### src/rtl/ym_bus_sequencer_pkg.sv
// ym_bus_pkg: shared types and constants for the YM2149 bus sequencer.
//   state_e  - sequencer FSM states
//   BUS_*    - {bdir,bc1} bus-mode codes
//   req_t    - captured request fields
package ym_bus_pkg;
  localparam int ADDR_W = 4;
  localparam int DATA_W = 8;

  typedef enum logic [2:0] {
    S_IDLE,
    S_ADDR,
    S_GAP1,
    S_DATA,
    S_GAP2
  } state_e;

  localparam logic [1:0] BUS_IDLE  = 2'b00;
  localparam logic [1:0] BUS_READ  = 2'b01;
  localparam logic [1:0] BUS_WRITE = 2'b10;
  localparam logic [1:0] BUS_LATCH = 2'b11;

  typedef struct packed {
    logic              write;
    logic              chip;
    logic [ADDR_W-1:0] addr;
    logic [DATA_W-1:0] wdata;
  } req_t;
endpackage

### src/rtl/ym_bus_sequencer_if.sv
// ym_bus_sequencer_if: requester handshake plus YM2149 pin bundle.
//   slave  - sequencer side (takes requests, drives the YM pins)
//   master - environment side (issues requests, models the YM pins)
interface ym_bus_sequencer_if;
  import ym_bus_pkg::*;

  logic [1:0]             req_valid;
  logic [1:0]             req_ready;
  logic [1:0]             req_write;
  logic [1:0]             req_chip;
  logic [1:0][ADDR_W-1:0] req_addr;
  logic [1:0][DATA_W-1:0] req_wdata;
  logic [1:0]             rsp_valid;
  logic [DATA_W-1:0]      rsp_rdata;
  logic                   bdir;
  logic                   bc1;
  logic [DATA_W-1:0]      da_out;
  logic                   da_oe;
  logic [DATA_W-1:0]      da_in;
  logic                   ym_sel;
  logic                   busy;

  modport slave (
    input  req_valid, req_write, req_chip, req_addr, req_wdata, da_in,
    output req_ready, rsp_valid, rsp_rdata, bdir, bc1, da_out, da_oe, ym_sel, busy
  );

  modport master (
    output req_valid, req_write, req_chip, req_addr, req_wdata, da_in,
    input  req_ready, rsp_valid, rsp_rdata, bdir, bc1, da_out, da_oe, ym_sel, busy
  );
endinterface

### src/rtl/ym_bus_sequencer_arb.sv
// rr_arbiter2: two-input round-robin arbiter.
//   clk, reset - clock, async active-low reset
//   en         - grant allowed this cycle
//   req        - request bits
//   gnt        - one-hot grant (combinational); pointer advances on grant
module rr_arbiter2 (
  input  logic       clk,
  input  logic       reset,
  input  logic       en,
  input  logic [1:0] req,
  output logic [1:0] gnt
);
  logic last_q, last_d;

  always_comb begin
    gnt = 2'b00;
    if (en) begin
      case (req)
        2'b01:   gnt = 2'b01;
        2'b10:   gnt = 2'b10;
        // tie: whoever was not granted last wins
        2'b11:   gnt = last_q ? 2'b01 : 2'b10;
        default: gnt = 2'b00;
      endcase
    end
    last_d = (|gnt) ? gnt[1] : last_q;
  end

  // pointer resets to 1 so requester 0 wins the first tie
  always_ff @(posedge clk or negedge reset) begin
    if (!reset) last_q <= 1'b1;
    else        last_q <= last_d;
  end
endmodule

### src/rtl/ym_bus_sequencer.sv
// ym_bus_sequencer: arbitrates two requesters onto the TurboSound YM2149
// BDIR/BC1/DA bus, emitting latch/data phases of programmable width.
//   clk, reset   - clock, async active-low reset
//   bus (slave)  - request/response handshake and YM pins
//   PHASE_CYCLES - cycles per active phase (>=1)
//   GAP_CYCLES   - idle cycles after each active phase (>=1)
module ym_bus_sequencer
  import ym_bus_pkg::*;
#(
  parameter int PHASE_CYCLES = 4,
  parameter int GAP_CYCLES   = 2
) (
  input logic              clk,
  input logic              reset,
  ym_bus_sequencer_if.slave bus
);
  localparam logic [15:0] P_LD = 16'(PHASE_CYCLES - 1);
  localparam logic [15:0] G_LD = 16'(GAP_CYCLES - 1);

  state_e            state_q, state_d;
  logic [15:0]       cnt_q, cnt_d;
  req_t              txn_q, txn_d;
  logic              owner_q, owner_d;
  logic              ym_sel_q, ym_sel_d;
  logic [DATA_W-1:0] da_out_q, da_out_d;
  logic [DATA_W-1:0] rdata_q, rdata_d;
  logic [1:0]        gnt;
  logic [1:0]        bus_mode;
  logic              da_oe;
  logic [1:0]        rsp_valid;
  logic              cnt_zero;

  rr_arbiter2 u_arb (
    .clk   (clk),
    .reset (reset),
    .en    (state_q == S_IDLE),
    .req   (bus.req_valid),
    .gnt   (gnt)
  );

  assign cnt_zero = (cnt_q == 16'd0);

  // state register
  always_ff @(posedge clk or negedge reset) begin
    if (!reset) begin
      state_q  <= S_IDLE;
      cnt_q    <= '0;
      txn_q    <= '0;
      owner_q  <= 1'b0;
      ym_sel_q <= 1'b0;
      da_out_q <= '0;
      rdata_q  <= '0;
    end else begin
      state_q  <= state_d;
      cnt_q    <= cnt_d;
      txn_q    <= txn_d;
      owner_q  <= owner_d;
      ym_sel_q <= ym_sel_d;
      da_out_q <= da_out_d;
      rdata_q  <= rdata_d;
    end
  end

  // next state; one shared down-counter times every phase
  always_comb begin
    state_d  = state_q;
    cnt_d    = cnt_zero ? cnt_q : cnt_q - 16'd1;
    txn_d    = txn_q;
    owner_d  = owner_q;
    ym_sel_d = ym_sel_q;
    da_out_d = da_out_q;
    rdata_d  = rdata_q;
    case (state_q)
      S_IDLE: if (|gnt) begin
        state_d     = S_ADDR;
        cnt_d       = P_LD;
        owner_d     = gnt[1];
        txn_d.write = bus.req_write[gnt[1]];
        txn_d.chip  = bus.req_chip[gnt[1]];
        txn_d.addr  = bus.req_addr[gnt[1]];
        txn_d.wdata = bus.req_wdata[gnt[1]];
        ym_sel_d    = bus.req_chip[gnt[1]];
        da_out_d    = {4'b0, bus.req_addr[gnt[1]]};
      end
      S_ADDR: if (cnt_zero) begin
        state_d = S_GAP1;
        cnt_d   = G_LD;
      end
      S_GAP1: if (cnt_zero) begin
        state_d = S_DATA;
        cnt_d   = P_LD;
        if (txn_q.write) da_out_d = txn_q.wdata;
      end
      S_DATA: if (cnt_zero) begin
        state_d = S_GAP2;
        cnt_d   = G_LD;
        // sample the chip on the last read-phase cycle
        if (!txn_q.write) rdata_d = bus.da_in;
      end
      S_GAP2: if (cnt_zero) state_d = S_IDLE;
      default: state_d = S_IDLE;
    endcase
  end

  // outputs; every active code is entered from and left to BUS_IDLE
  always_comb begin
    bus_mode  = BUS_IDLE;
    da_oe     = 1'b0;
    rsp_valid = 2'b00;
    case (state_q)
      S_ADDR: begin
        bus_mode = BUS_LATCH;
        da_oe    = 1'b1;
      end
      S_DATA: begin
        bus_mode = txn_q.write ? BUS_WRITE : BUS_READ;
        da_oe    = txn_q.write;
      end
      S_GAP2: if (!txn_q.write && cnt_q == G_LD) rsp_valid[owner_q] = 1'b1;
      default: ;
    endcase
  end

  assign bus.req_ready = gnt;
  assign bus.rsp_valid = rsp_valid;
  assign bus.rsp_rdata = rdata_q;
  assign bus.bdir      = bus_mode[1];
  assign bus.bc1       = bus_mode[0];
  assign bus.da_out    = da_out_q;
  assign bus.da_oe     = da_oe;
  assign bus.ym_sel    = ym_sel_q;
  assign bus.busy      = (state_q != S_IDLE);
endmodule
### src/flat_wrapper.sv
// flat-port wrapper written by rule: the top's interface ports become plain ports
module ym_bus_sequencer_flat import ym_bus_pkg::*;
#(
  parameter int PHASE_CYCLES = 4,
  parameter int GAP_CYCLES   = 2
)
  (clk, reset, bus_req_valid, bus_req_write, bus_req_chip, bus_req_addr, bus_req_wdata, bus_da_in, bus_req_ready, bus_rsp_valid, bus_rsp_rdata, bus_bdir, bus_bc1, bus_da_out, bus_da_oe, bus_ym_sel, bus_busy);
  ym_bus_sequencer_if bus_i ();
  input logic clk;
  input logic reset;
  input wire logic [$bits(bus_i.req_valid)-1:0] bus_req_valid;
  input wire logic [$bits(bus_i.req_write)-1:0] bus_req_write;
  input wire logic [$bits(bus_i.req_chip)-1:0] bus_req_chip;
  input wire logic [$bits(bus_i.req_addr)-1:0] bus_req_addr;
  input wire logic [$bits(bus_i.req_wdata)-1:0] bus_req_wdata;
  input wire logic [$bits(bus_i.da_in)-1:0] bus_da_in;
  output wire logic [$bits(bus_i.req_ready)-1:0] bus_req_ready;
  output wire logic [$bits(bus_i.rsp_valid)-1:0] bus_rsp_valid;
  output wire logic [$bits(bus_i.rsp_rdata)-1:0] bus_rsp_rdata;
  output wire logic [$bits(bus_i.bdir)-1:0] bus_bdir;
  output wire logic [$bits(bus_i.bc1)-1:0] bus_bc1;
  output wire logic [$bits(bus_i.da_out)-1:0] bus_da_out;
  output wire logic [$bits(bus_i.da_oe)-1:0] bus_da_oe;
  output wire logic [$bits(bus_i.ym_sel)-1:0] bus_ym_sel;
  output wire logic [$bits(bus_i.busy)-1:0] bus_busy;
  assign bus_i.req_valid = bus_req_valid;
  assign bus_i.req_write = bus_req_write;
  assign bus_i.req_chip = bus_req_chip;
  assign bus_i.req_addr = bus_req_addr;
  assign bus_i.req_wdata = bus_req_wdata;
  assign bus_i.da_in = bus_da_in;
  assign bus_req_ready = bus_i.req_ready;
  assign bus_rsp_valid = bus_i.rsp_valid;
  assign bus_rsp_rdata = bus_i.rsp_rdata;
  assign bus_bdir = bus_i.bdir;
  assign bus_bc1 = bus_i.bc1;
  assign bus_da_out = bus_i.da_out;
  assign bus_da_oe = bus_i.da_oe;
  assign bus_ym_sel = bus_i.ym_sel;
  assign bus_busy = bus_i.busy;
  ym_bus_sequencer #(.PHASE_CYCLES(PHASE_CYCLES), .GAP_CYCLES(GAP_CYCLES)) u_core (.clk(clk), .reset(reset), .bus(bus_i));
endmodule
### config.mk
export PLATFORM = sky130hd
export DESIGN_NAME = ym_bus_sequencer_flat
export DESIGN_NICKNAME = d
export VERILOG_FILES = /design/src/rtl/ym_bus_sequencer_pkg.sv /design/src/rtl/ym_bus_sequencer_if.sv /design/src/rtl/ym_bus_sequencer_arb.sv /design/src/rtl/ym_bus_sequencer.sv /design/src/flat_wrapper.sv
export SDC_FILE = /design/constraint.sdc
export NUM_CORES = 1
export LEC_CHECK = 0
export ABC_AREA = 0
export BUFFER_PORTS_ARGS = -buffer_cell sky130_fd_sc_hd__buf_2
export CAP_MARGIN = 20
export CORE_ASPECT_RATIO = 2
export CORE_UTILIZATION = 49
export CTS_BUF_LIST = sky130_fd_sc_hd__clkbuf_8
export DETAILED_ROUTE_END_ITERATION = 10
export PLACE_DENSITY = 0.78
export SLEW_MARGIN = 25
export SYNTH_ARGS = -nofsm -noshare
export SYNTH_HDL_FRONTEND = slang
export SYNTH_SLANG_ARGS = --single-unit
### constraint.sdc
create_clock -name clk -period 2.03 [get_ports clk]
set_input_delay 0.203 -clock clk [delete_from_list [all_inputs] [get_ports clk]]
set_output_delay 0.203 -clock clk [all_outputs]
set_load 0.05 [all_outputs]
Word-level counts from Yosys, hierarchy flattened --
Cells that the tools add are included.
Storage, ports and cells: register bits 47, output and inout port bits 25, word-level logic and storage cells 74
Cells by class: add/sub/neg operators 1, $lt $le $gt $ge 3, equality and inequality tests 14, mux-type cells 33, bitwise gates (word level) 1, reductions and logical operators 13
Operator list (count):
- 16-bit two-way mux | 4
- 16-bit case mux with 3 select lines | 1
- 8-bit two-way mux | 5
- 16-bit by 1-bit == test with 1-bit output (second input constant) | 1
- 16-bit logical NOT | 1
- 8-bit case mux with 2 select lines | 1
- 16-bit by 1-bit subtractor with 16-bit output (second input constant) | 1
- 3-bit two-way mux | 5
- 3-bit case mux with 5 select lines | 1
- 2-bit by 1-bit != test with 1-bit output (second input constant) | 6
- 2-bit two-way mux | 5
- 4-bit two-way mux | 2
- 3-bit by 2-bit == test with 1-bit output (second input constant) | 2
- 2-bit case mux with 3 select lines | 1
- 1-bit two-way mux | 5
- 5-bit AND reduction | 1
- 2-bit == test (second input constant) | 2
- 1-bit by 2-bit < comparator with 1-bit output (second input constant) | 2
- 2-bit case mux with 2 select lines | 1
- 4-bit AND reduction | 1
- 2-bit OR reduction | 2
- 3-bit by 1-bit == test with 1-bit output (second input constant) | 1
- 3-bit == test (second input constant) | 1
- 3-bit logical NOT | 1
- 11 further kinds | 12

Logic depth before layout (Yosys ltp) --
depth in word-level cells 7, depth in mapped cells 9

Cells and area by module --
A second synthesis with hierarchy kept.
Second synthesis, totals: cell total of the unflattened synthesis 248, area, all modules 2468.6 um^2
Modules (own cells, without submodules):
- ym_bus_sequencer | times used 1, cells each 240, area each 2406.1 um^2, sequential area each 1151.1 um^2
- rr_arbiter2 | times used 1, cells each 8, area each 62.6 um^2, sequential area each 26.3 um^2

Least setup slack after synthesis --
Ideal clock, no wire load.
path kind flip-flop to output port, from register u_core.cnt_q[2], to output port bus_rsp_valid[0], arrival 2.578 ns, slack -0.751 ns, stages on the path, launching flop included 4, cells stage by stage dfrtp_1 > nor4_4 > nand2_1 > nor4_1
Between the ends: cells in the longest elaborated chain, start to end 4
Ends and longest elaborated chain:
- start: declaration | RTL line ym_bus_sequencer.sv:21 | logic [15:0] cnt_q, cnt_d;
- start signal: assignment | RTL line ym_bus_sequencer.sv:55 | cnt_q <= cnt_d;
- 16-bit by 1-bit == test with 1-bit output | RTL line ym_bus_sequencer.sv:119 | S_GAP2: if (!txn_q.write && cnt_q == G_LD) rsp_valid[owner_q] = 1'b1;
- 1-bit logical AND | RTL line ym_bus_sequencer.sv:119
- 2-bit two-way mux | RTL line ym_bus_sequencer.sv:119
- 2-bit two-way mux | RTL line ym_bus_sequencer.sv:110 | case (state_q)
- end: declaration | RTL line flat_wrapper.sv:18 | output wire logic [$bits(bus_i.rsp_valid)-1:0] bus_rsp_valid;
No other way between the ends.

Final worst setup path --
from register u_core.cnt_q[2], to output port bus_rsp_valid[1]
The elaborated chain is that of the path after synthesis.

==> summary.txt <==
STA
  • Final worst path period need: approximately 2.0 ns
  • Slew margin rel.: 0.647
  • Hold WS: 0.0880 ns
  • Final setup margin: 0.00344 ns
  • Crit share post-route: 0.998
  • Slew @ Worst Pin: 0.529 ns
  • Count of final setup violators: 0
  • RSZ-0062 raised after global routing: true
  • Hold Vio Cnt, Final: 0
  • Max-slew violations: 0
  • Max frequency: 0.493 GHz
  • Final Skew: ~0.0049 ns

Logic synthesis
  • Yosys Warn Count: 0
  • Top post-synthesis cells by count: dfrtp_1, nand2_1, o21ai_0, a21oi_1, mux2i_1
  • Most common cell in the synthesized netlist: dfrtp_1
  • Top cells by area, synth: dfrtp_1, mux2i_1, nand2_1
  • Synth cell types: 49
  • Number of synthesized register bits: 47
  • Syn Nets: 296
  • Primary FF master, synth: dfrtp_1
  • Yosys top cell area share: 0.457
  • Cell area after synthesis: 0.00252 mm^2
  • Async SR Flop Fraction: 1.00
  • Cell taking the most area after synthesis: dfrtp_1
  • Gate Count Post-Synth: 252
  • Number of flops mapped to enable cells by yosys: 0
  • Sequential area share after synthesis: 0.467
  • Avg Inst Size Synth: 10.0 um^2

Floorplanning
  • Die height: between 100 and 150 um
  • Core area: 0.00491 mm^2
  • I/O pin cnt: 65
  • Initial core utilization: 0.514
  • Width of the die: 52.7 um
  • Die ar.: ~0.0055 mm^2
  • Rows: 36

Power and ir drop
  • LEAKAGE: approximately 0.0017 uW
  • Worst vdd ir: 0.00140 V
  • PwrDens: ~1600 mW/mm^2
  • Total power: 5640 uW

Global routing
  • Vias in the first global route: about 2400
  • Overall routing resource usage: 0.261
  • First-pass GRT wire length: ~10000 um
  • Largest net degree at the start of global routing: 23
  • Initial antenna violation count: 0
  • Gr ovfl total: 0

Placed design
  • Gp weighted congestion: 0.910
  • Port bufs: 64
  • DP Worst Slack: 0.0131 ns
  • DPL Wire Length: around 4700 um
  • Placed inst area: between 0.003 and 0.004 mm^2

Final layout
  • Ant diodes: 0
  • Post-route cell area: 0.00343 mm^2
  • Share of layout cells above drive strength 1: 0.440
  • # nets final: 395
  • Post-Route Utilization: 0.698
  • Area Overhead vs Synth: 35.9%

Critical path
  • R2r setup slk: 0.02 ns
  • Origin of the critical flop-to-flop path: u_core.cnt_q[1]$_DFF_PN0_
  • Critical Path RT: 1.83 ns
  • CP Data Arrival Time: between 1.5 and 2 ns
  • CP Launch Type: flip-flop
  • FF-to-FF path depth: 7
  • Critical path class: reg -> out
  • CP endpoint kind: output pin
  • Setup crit start: u_core.cnt_q[2]$_DFF_PN0_
  • Max Fanout on Critical Path: 6

Worst hold path
  • Hold Path Depth: 3
  • Min-delay src: bus_req_wdata[9]
  • Hold WC Path Type: in -> reg

Outcome
  • Status: finished, final reports clean

Detailed routing
  • Total routed wirelength: 6480 um
  • Drt drc: 0
  • DR vias/cell: about 5.7
  • Vias: 2325
  • DRT Pass-1 Iters: 4
  • Detailed-route wire length per cell: 15.9 um
  • Post-route ant nets: 0
  • Iteration-0 DRC Markers: 35

CTS
  • CTS root buffer: clkbuf_8
  • CTS tree: built
  • Max clock buf depth: 2
  • Worst skew pair latency: approximately 0.31 ns
  • CTS sink cnt: 47
  • H-tree levels: 2
  • Num CTS Buffers: 5
  • Reg clk slew, reported paths: 0.09 ns

Run
  • Max-cap violations: 0
-- report_power, final --
part	leakage [uW]	total (uW)	switching (uW)	internal (uW)
Clock	0.0000618	746	341	405
Combinational	0.00104	3180	1930	1250
Sequential	0.000579	1710	370	1340
-- cells in the final DEF, fill, tap and decap left out, types with 6 or more instances in the layout --
cell type   n
buf_2      61
nand2_1    36
mux2_4      8
inv_1      10
or3_1       7
mux2i_1    15
nand3_1    10
o21ai_0    19
a21oi_1    12
buf_4      36
clkbuf_8    6
nor2_1      8
o211ai_1    7
dfrtp_1    42
-- metrics by stage --
step	instances	TNS, ns
after detailed placement	391	0
after CTS	404	0
after global routing	409	-0.601
final	409	0
after global placement	391	0
after floorplan	252	-0.398
-- flip-flops by register name, summed over array words and instances (netlist names) --
register and count:
u_core.bus.da_out 8, u_core.bus.rsp_rdata 8, u_core.bus.ym_sel 1, u_core.cnt_q 16
u_core.owner_q 1, u_core.state_q 3, u_core.txn_q 9, u_core.u_arb.last_q 1
-- cell type report --
class | count | area [um^2]
Timing Repair Buffer | 103 | 638
Tap cell | 57 | 71.3
Fill cell | 385 | 1480
Sequential cell | 47 | 1180
Multi-Input combinational cell | 181 | 1370
Inverter | 13 | 48.8
Clock inverter | 2 | 38.8
Clock buffer | 6 | 82.6
-- critical path, cell delays in order, from the launching register on --
cell     delay (ns)
dfrtp_1        0.42
nor4_4         0.33
buf_6          0.19
nand2_8        0.08
nor4_4         0.29
buf_6          0.19
-- worst paths after layout --
kind / to
worst max-delay path: bus_rsp_valid[1]
worst min-delay path: u_core.txn_q[1]$_DFFE_PN0P_
worst max register to register: u_core.bus.rsp_rdata[7]$_DFFE_PN0P_
worst min register to register: u_core.u_arb.last_q$_DFFE_PN1N_
max in group asynchronous: u_core.cnt_q[14]$_DFF_PN0_
min in group asynchronous: u_core.owner_q$_DFFE_PN0P_
-- metal layers --
metal,global-route usage,up-vias,part of all wire
met2,0.497,65,0.59
met4,0.123,0,0.026
met3,0.0585,12,0.034
met5,0,-,0
li1,-,1097,-
met1,0.250,1151,0.35
-- cells by family after synthesis --
family                     after synthesis  synth area share
muxes                                   27             0.125
and+or+nand+nor                         97             0.219
buffers and inverters                   24            0.0412
AOI/OAI and AO/OA                       53             0.128
DFF                                     47             0.467
adders and majority gates                4            0.0199
-- what timing repair did --
item	CTS	global route
hold buffers	1	0
pin swaps	2	6
endpoints found under the hold margin	19	0
endpoints found under the setup margin	10	17
setup buffers	4	5
gates resized for setup	6	26
Power figures use the tool's default switching activity.
